==> config.mk <==
export PLATFORM = sky130hd
export DESIGN_NAME = gesture_servo_ctrl_flat
export DESIGN_NICKNAME = d
export VERILOG_FILES = /design/src/rtl/gesture_servo_ctrl_if.sv /design/src/rtl/gesture_servo_ctrl.sv /design/src/flat_wrapper.sv
export SDC_FILE = /design/constraint.sdc
export NUM_CORES = 1
export LEC_CHECK = 0
export ABC_AREA = 1
export CAP_MARGIN = 25
export CORE_AREA = 2 2 121 123
export DETAILED_ROUTE_END_ITERATION = 10
export DIE_AREA = 0 0 123 125
export HOLD_SLACK_MARGIN = 0.06
export PLACE_DENSITY_LB_ADDON = 0.05
export SKIP_LAST_GASP = 1
export SLEW_MARGIN = 0
export SYNTH_ARGS = -nofsm -noshare
export SYNTH_HDL_FRONTEND = slang
export SYNTH_SLANG_ARGS = --single-unit
==> constraint.sdc <==
create_clock -name clk -period 8.85 [get_ports clk]
set_clock_uncertainty 0.1 [all_clocks]
set_input_delay 2.655 -clock clk [delete_from_list [all_inputs] [get_ports clk]]
set_output_delay 2.655 -clock clk [all_outputs]
set_load 0.01 [all_outputs]
==> src/rtl/gesture_servo_ctrl_if.sv <==
// Finger-count result stream from the vision front end plus the servo-side outputs.
// count_valid is a one-cycle strobe with no back-pressure: the consumer samples
// finger_count/hand_detected on every cycle it is high, so back-to-back strobes are legal.
interface gesture_servo_ctrl_if;
    logic [2:0]  finger_count;
    logic        count_valid;
    logic        hand_detected;
    logic        pwm_out;
    logic [2:0]  gesture_cmd;
    logic        cmd_valid;
    logic        hand_present;
    logic [15:0] pulse_us;
    logic        at_target;

    modport master (
        output finger_count, count_valid, hand_detected,
        input  pwm_out, gesture_cmd, cmd_valid, hand_present, pulse_us, at_target
    );

    modport slave (
        input  finger_count, count_valid, hand_detected,
        output pwm_out, gesture_cmd, cmd_valid, hand_present, pulse_us, at_target
    );
endinterface

==> src/rtl/gesture_servo_ctrl.sv <==
// Debounces per-frame finger counts into gesture commands and drives one servo PWM
// whose pulse width slews toward the commanded target once per PWM period.
module gesture_servo_ctrl #(
    parameter int CLK_HZ        = 100_000_000,
    parameter int STABLE_FRAMES = 3,
    parameter int LOST_FRAMES   = 8,
    parameter int PERIOD_US     = 20000,
    parameter int MIN_US        = 1000,
    parameter int MAX_US        = 2000,
    parameter int STEP_US       = 10
) (
    input  logic              clk,
    input  logic              rst_n,
    gesture_servo_ctrl_if.slave bus
);

    localparam int DIV = CLK_HZ / 1_000_000;
    localparam int PW  = (DIV > 1) ? $clog2(DIV) : 1;
    localparam logic [PW-1:0] PRESC_LAST = PW'(DIV - 1);
    localparam logic [15:0]   PCNT_LAST  = 16'(PERIOD_US - 1);
    localparam logic [15:0]   CENTER_US  = 16'((MIN_US + MAX_US) / 2);
    localparam logic [15:0]   STEP       = 16'(STEP_US);
    localparam logic [3:0]    RUN_MAX    = 4'(STABLE_FRAMES);
    localparam logic [7:0]    LOST_LIM   = 8'(LOST_FRAMES);

    // Multiply before dividing so intermediate counts keep their fractional share.
    localparam logic [15:0] TGT0 = 16'(MIN_US + 0 * (MAX_US - MIN_US) / 5);
    localparam logic [15:0] TGT1 = 16'(MIN_US + 1 * (MAX_US - MIN_US) / 5);
    localparam logic [15:0] TGT2 = 16'(MIN_US + 2 * (MAX_US - MIN_US) / 5);
    localparam logic [15:0] TGT3 = 16'(MIN_US + 3 * (MAX_US - MIN_US) / 5);
    localparam logic [15:0] TGT4 = 16'(MIN_US + 4 * (MAX_US - MIN_US) / 5);
    localparam logic [15:0] TGT5 = 16'(MIN_US + 5 * (MAX_US - MIN_US) / 5);

    function automatic logic [15:0] tgt_of(input logic [2:0] n);
        case (n)
            3'd0:    tgt_of = TGT0;
            3'd1:    tgt_of = TGT1;
            3'd2:    tgt_of = TGT2;
            3'd3:    tgt_of = TGT3;
            3'd4:    tgt_of = TGT4;
            default: tgt_of = TGT5;
        endcase
    endfunction

    logic [PW-1:0] r_presc;
    logic [15:0]   r_pcnt;
    logic [15:0]   r_pulse;
    logic [15:0]   r_target;
    logic          r_pwm;
    logic [2:0]    r_cmd;
    logic          r_cmd_valid;
    logic          r_hand_present;
    logic [2:0]    r_cand;
    logic [3:0]    r_run;
    logic [7:0]    r_lost;
    logic          r_has_cmd;

    logic          w_tick;
    logic          w_boundary;
    logic [2:0]    w_clamped;
    logic [3:0]    w_run_next;
    logic          w_accept;
    logic [7:0]    w_lost_next;
    logic          w_lost_hit;
    logic          w_up;
    logic [15:0]   w_gap;
    logic [15:0]   w_step;
    logic [15:0]   w_pulse_next;

    assign w_tick     = (r_presc == PRESC_LAST);
    assign w_boundary = w_tick && (r_pcnt == PCNT_LAST);

    assign w_clamped  = (bus.finger_count > 3'd5) ? 3'd5 : bus.finger_count;
    assign w_run_next = (w_clamped != r_cand) ? 4'd1 :
                        (r_run >= RUN_MAX)    ? RUN_MAX : r_run + 4'd1;
    // A saturated run on the already-accepted value must not re-announce it.
    assign w_accept   = bus.count_valid && bus.hand_detected && (w_run_next == RUN_MAX) &&
                        (!r_has_cmd || (w_clamped != r_cmd));
    assign w_lost_next = (r_lost == 8'hFF) ? 8'hFF : r_lost + 8'd1;
    assign w_lost_hit  = (w_lost_next == LOST_LIM);

    assign w_up         = (r_target > r_pulse);
    assign w_gap        = w_up ? (r_target - r_pulse) : (r_pulse - r_target);
    assign w_step       = (w_gap < STEP) ? w_gap : STEP;
    assign w_pulse_next = w_up ? (r_pulse + w_step) : (r_pulse - w_step);

    // Width only changes at the period boundary, so every emitted pulse is whole.
    always_ff @(posedge clk) begin
        if (!rst_n) begin
            r_presc <= '0;
            r_pcnt  <= '0;
            r_pulse <= CENTER_US;
            r_pwm   <= 1'b0;
        end else begin
            r_pwm   <= (r_pcnt < r_pulse);
            r_presc <= w_tick ? '0 : r_presc + PW'(1);
            if (w_tick) begin
                r_pcnt <= (r_pcnt == PCNT_LAST) ? 16'd0 : r_pcnt + 16'd1;
            end
            if (w_boundary) begin
                r_pulse <= w_pulse_next;
            end
        end
    end

    always_ff @(posedge clk) begin
        if (!rst_n) begin
            r_target       <= CENTER_US;
            r_cmd          <= 3'd0;
            r_cmd_valid    <= 1'b0;
            r_hand_present <= 1'b0;
            r_cand         <= 3'd0;
            r_run          <= 4'd0;
            r_lost         <= 8'd0;
            r_has_cmd      <= 1'b0;
        end else begin
            r_cmd_valid <= 1'b0;
            if (bus.count_valid) begin
                if (bus.hand_detected) begin
                    r_lost         <= 8'd0;
                    r_hand_present <= 1'b1;
                    r_cand         <= w_clamped;
                    r_run          <= w_run_next;
                    if (w_accept) begin
                        r_cmd       <= w_clamped;
                        r_has_cmd   <= 1'b1;
                        r_target    <= tgt_of(w_clamped);
                        r_cmd_valid <= 1'b1;
                    end
                end else begin
                    r_run  <= 4'd0;
                    r_cand <= 3'd0;
                    r_lost <= w_lost_next;
                    // gesture_cmd is kept; clearing has_cmd lets the same gesture re-announce.
                    if (w_lost_hit) begin
                        r_hand_present <= 1'b0;
                        r_target       <= CENTER_US;
                        r_has_cmd      <= 1'b0;
                    end
                end
            end
        end
    end

    assign bus.pwm_out      = r_pwm;
    assign bus.gesture_cmd  = r_cmd;
    assign bus.cmd_valid    = r_cmd_valid;
    assign bus.hand_present = r_hand_present;
    assign bus.pulse_us     = r_pulse;
    assign bus.at_target    = (r_pulse == r_target);

endmodule
==> src/flat_wrapper.sv <==
// flat-port wrapper written by rule: the top's interface ports become plain ports
module gesture_servo_ctrl_flat 
#(
    parameter int CLK_HZ        = 100_000_000,
    parameter int STABLE_FRAMES = 3,
    parameter int LOST_FRAMES   = 8,
    parameter int PERIOD_US     = 20000,
    parameter int MIN_US        = 1000,
    parameter int MAX_US        = 2000,
    parameter int STEP_US       = 10
)
  (clk, rst_n, bus_finger_count, bus_count_valid, bus_hand_detected, bus_pwm_out, bus_gesture_cmd, bus_cmd_valid, bus_hand_present, bus_pulse_us, bus_at_target);
  gesture_servo_ctrl_if bus_i ();
  input  logic clk;
  input  logic rst_n;
  input wire logic [$bits(bus_i.finger_count)-1:0] bus_finger_count;
  input wire logic [$bits(bus_i.count_valid)-1:0] bus_count_valid;
  input wire logic [$bits(bus_i.hand_detected)-1:0] bus_hand_detected;
  output wire logic [$bits(bus_i.pwm_out)-1:0] bus_pwm_out;
  output wire logic [$bits(bus_i.gesture_cmd)-1:0] bus_gesture_cmd;
  output wire logic [$bits(bus_i.cmd_valid)-1:0] bus_cmd_valid;
  output wire logic [$bits(bus_i.hand_present)-1:0] bus_hand_present;
  output wire logic [$bits(bus_i.pulse_us)-1:0] bus_pulse_us;
  output wire logic [$bits(bus_i.at_target)-1:0] bus_at_target;
  assign bus_i.finger_count = bus_finger_count;
  assign bus_i.count_valid = bus_count_valid;
  assign bus_i.hand_detected = bus_hand_detected;
  assign bus_pwm_out = bus_i.pwm_out;
  assign bus_gesture_cmd = bus_i.gesture_cmd;
  assign bus_cmd_valid = bus_i.cmd_valid;
  assign bus_hand_present = bus_i.hand_present;
  assign bus_pulse_us = bus_i.pulse_us;
  assign bus_at_target = bus_i.at_target;
  gesture_servo_ctrl #(.CLK_HZ(CLK_HZ), .STABLE_FRAMES(STABLE_FRAMES), .LOST_FRAMES(LOST_FRAMES), .PERIOD_US(PERIOD_US), .MIN_US(MIN_US), .MAX_US(MAX_US), .STEP_US(STEP_US)) u_core (.clk(clk), .rst_n(rst_n), .bus(bus_i));
endmodule
==> results.cfg <==
[detailed_routing]
finalWirelength_um = 15300
wl_met2_um = 7300
drt-pass1-iter-count = 5
drt_iter0_drc = 293
wl_met1_um = 7120
route.met3.wl_um = 513
ant_nets = 0
avgViaCountPerCell = 5.13
routed.top_layer = met4
route.detailed.drc = 0
num_vias = 5396
wire_per_inst_um = 14.5

[floorplanning]
ioPinCount = 30
core_um2 = 14200
rows = 44
start_util_pct = 38.9
dieArea_um2 = 15400
die_h_um = 125
die_w_um = 123

[clock_network]
clock_latency_ns = 0.34
cts_made_buffers = 9
clock_path_buffers = 2
cts_tree = built
clock-sinks = 70
postCtsHoldBufs = 0
cts-resized-gates = 0
htree_levels = 3
clk_pin_slew_worst_paths_ns = 0.06
post_cts_buffers = 0
root_buffer = clkbuf_16

[worst_setup_path]
slowest_stage = ha_1
reg2reg_slack_ns = 3.20
crit_fanout = 19
criticalPathCategory = reg2reg
critPathMostFrequentCell = nand2_1
worst_setup_path_start_kind = flip-flop
end_kind = flip-flop
critPathTopFamily = simple AND/OR/NAND/NOR gates
arrival_ns = 5.78
reg2regPathDepth = 37
critPathBufInv = 8
cp.required_ns = 8.99
crit_cells = 37
critPathMaxStageDelay_ns = 0.48

[worst_hold_path]
worstHoldPathCells = 2
min_path_type = reg2reg

[synth]
yosys-top-cells-area = dfxtp_1 25%, nand2_1 13%, ha_1 12%, inv_1 8.3%, a21oi_1 6.3%
synth.distinct_cells = 51
synth_top_area_share_pct = 25.4
avgSynthCellArea_um2 = 6.64
yosysWarnings = 0
yosysSeqAreaShare_pct = 25.4
yosys-top-cells-count = 184 x nand2_1, 122 x inv_1, 75 x nor2_1
synth_cells = 831
ys_ff_latch = 70
synth_edf_count = 0
async_flop_share_pct = 0
yosysMostFrequentCell = nand2_1
synth_top_cell_by_area = dfxtp_1
syn_area_um2 = 5520
synth-main-ff-cell = dfxtp_1
syn_nets = 893

[placed_design]
dp_hpwl_um = 12200
placement.io_buffers = 29
pre_cts_slack_ns = 2.87
gp_congestion = 0.917

[layout]
fin_util_pct = 44.3
multi_input_area_um2 = 3580
final_nets = 924
antenna_cells = 0
syn_to_final_growth_pct = 14.0
seq_area_um2 = 1400
fillers = 1512
drive_above_1_share_pct = 6.00

[power]
p_switching_mw = 0.329
peakVddDrop_mv = 0.0923
seqPwrFrac_pct = 34.0
power.leakage_nw = 2.91
p_sw_share_pct = 34.5
p_per_area_nw_per_um2 = 152
p_clk_share_pct = 36.1
p_comb_share_pct = 29.8
p_int_mw = 0.624

[run_status]
status = completed

[sta]
layout_setup_ws_ns = 3.20
finalSetupViolCount = 0
final.setup.tns_ns = 0
timing.fmax_mhz = 177
drv_slew = 0
fin_crit_ns = 5.65
grt_setup_unrepaired = false
hold_violations = 0
worst_slew_pin_slew_ns = 0.799
slew_headroom_pct = 46.7
post-route-period-util_pct = 63.8

[global_routing]
grt-ovfl-total = 0
gr-usage-all-layers_pct = 21.1
grt_pass1_wl_um = 25600
grt_pass1_vias = 5215
antenna_found_initial = 0
grt_max_degree = 29

[job]
drv_cap = 0
-- worst paths after layout --
kind / from / end
worst max-delay path: u_core.bus.pulse_us[9] / u_core.bus.pulse_us[14]
worst min-delay path: u_core.r_run[3] / u_core.r_run[3]
worst max register to register: u_core.bus.pulse_us[9] / u_core.bus.pulse_us[14]
worst min register to register: u_core.r_run[3] / u_core.r_run[3]
-- kinds of logic (layout without fill, tap and decap cells) --
logic type	after synthesis	in the layout	synth area share [%]
AO/OA/AOI/OAI	168	168	17.4
XOR/XNOR	21	21	3.33
adder cells (fa/ha/maj)	55	55	12.7
buffers and inverters	139	175	9.72
flip-flops	70	70	25.4
other	1	1	0.0679
AND/OR/NAND/NOR	377	377	31.3
-- sequential cells by signal, indices dropped and copies added, names as in the netlist --
register	cells
u_core.r_cand	3
u_core.bus.pulse_us	16
u_core.r_target	9
u_core.bus.gesture_cmd	3
u_core.bus.cmd_valid	1
u_core.r_lost	8
u_core.r_has_cmd	1
u_core.r_pcnt	16
u_core.bus.hand_present	1
u_core.r_presc	7
u_core.r_run	4
u_core.bus.pwm_out	1
-- cell usage in the layout, fill, tap and decap left out, types with 4 or more instances in the layout --
cell,synthesis,routed
nand2_1,184,184
inv_1,122,122
nor2_1,75,75
dfxtp_1,70,70
a21oi_1,69,69
nand3_1,56,56
ha_1,53,53
o21ai_0,50,50
clkdlybuf4s50_1,0,29
xor2_1,16,16
nor3_1,14,14
nand4_1,12,12
o211ai_1,11,11
nand2_2,9,9
clkbuf_16,0,9
o22ai_1,8,8
a211oi_1,6,6
xnor2_1,5,5
nand3_2,5,5
clkinv_2,2,4
nor4_1,4,4
-- metrics by stage --
step                      hold WS (ns)  cells  total power [mW]  area (um2)
final                            0.325   1051             0.953        6290
after global routing             0.347   1051              1.02        6290
after CTS                        0.329   1051             0.962        6290
after detailed placement         0.320   1035             0.613        6010
after global placement           0.319   1035             0.613        6010
after floorplan                  0.308    831             0.556        5520
-- power by group through the flow --
stage               Sequential (mW)  Combinational (mW)  Clock, mW
global route                  0.325               0.328      0.368
finish                        0.325               0.285      0.344
CTS                           0.324               0.283      0.355
floorplan                     0.331               0.225          0
global placement              0.331               0.282          0
detailed placement            0.331               0.282          0
-- metal layers --
metal	vias up	GRT usage [%]
met5	-	0
li1	2817	-
met1	2466	27.3
met3	25	3.47
met4	0	7.22
met2	88	35.5
-- cell type report --
type                            count  area share [%]
Clock inverter                      5           0.537
Clock buffer                       11            4.02
Tap cell                          184            3.66
Timing Repair Buffer               32            4.97
Sequential cell                    70            22.3
Inverter                          127            7.62
Multi-Input combinational cell    622            56.9
-- tightest hold or removal path: stages (launching register included) --
cell     delay, ns
dfxtp_1       0.31
inv_1         0.04
nor2_1        0.03
No activity file was read; power rests on OpenSTA's default activity.
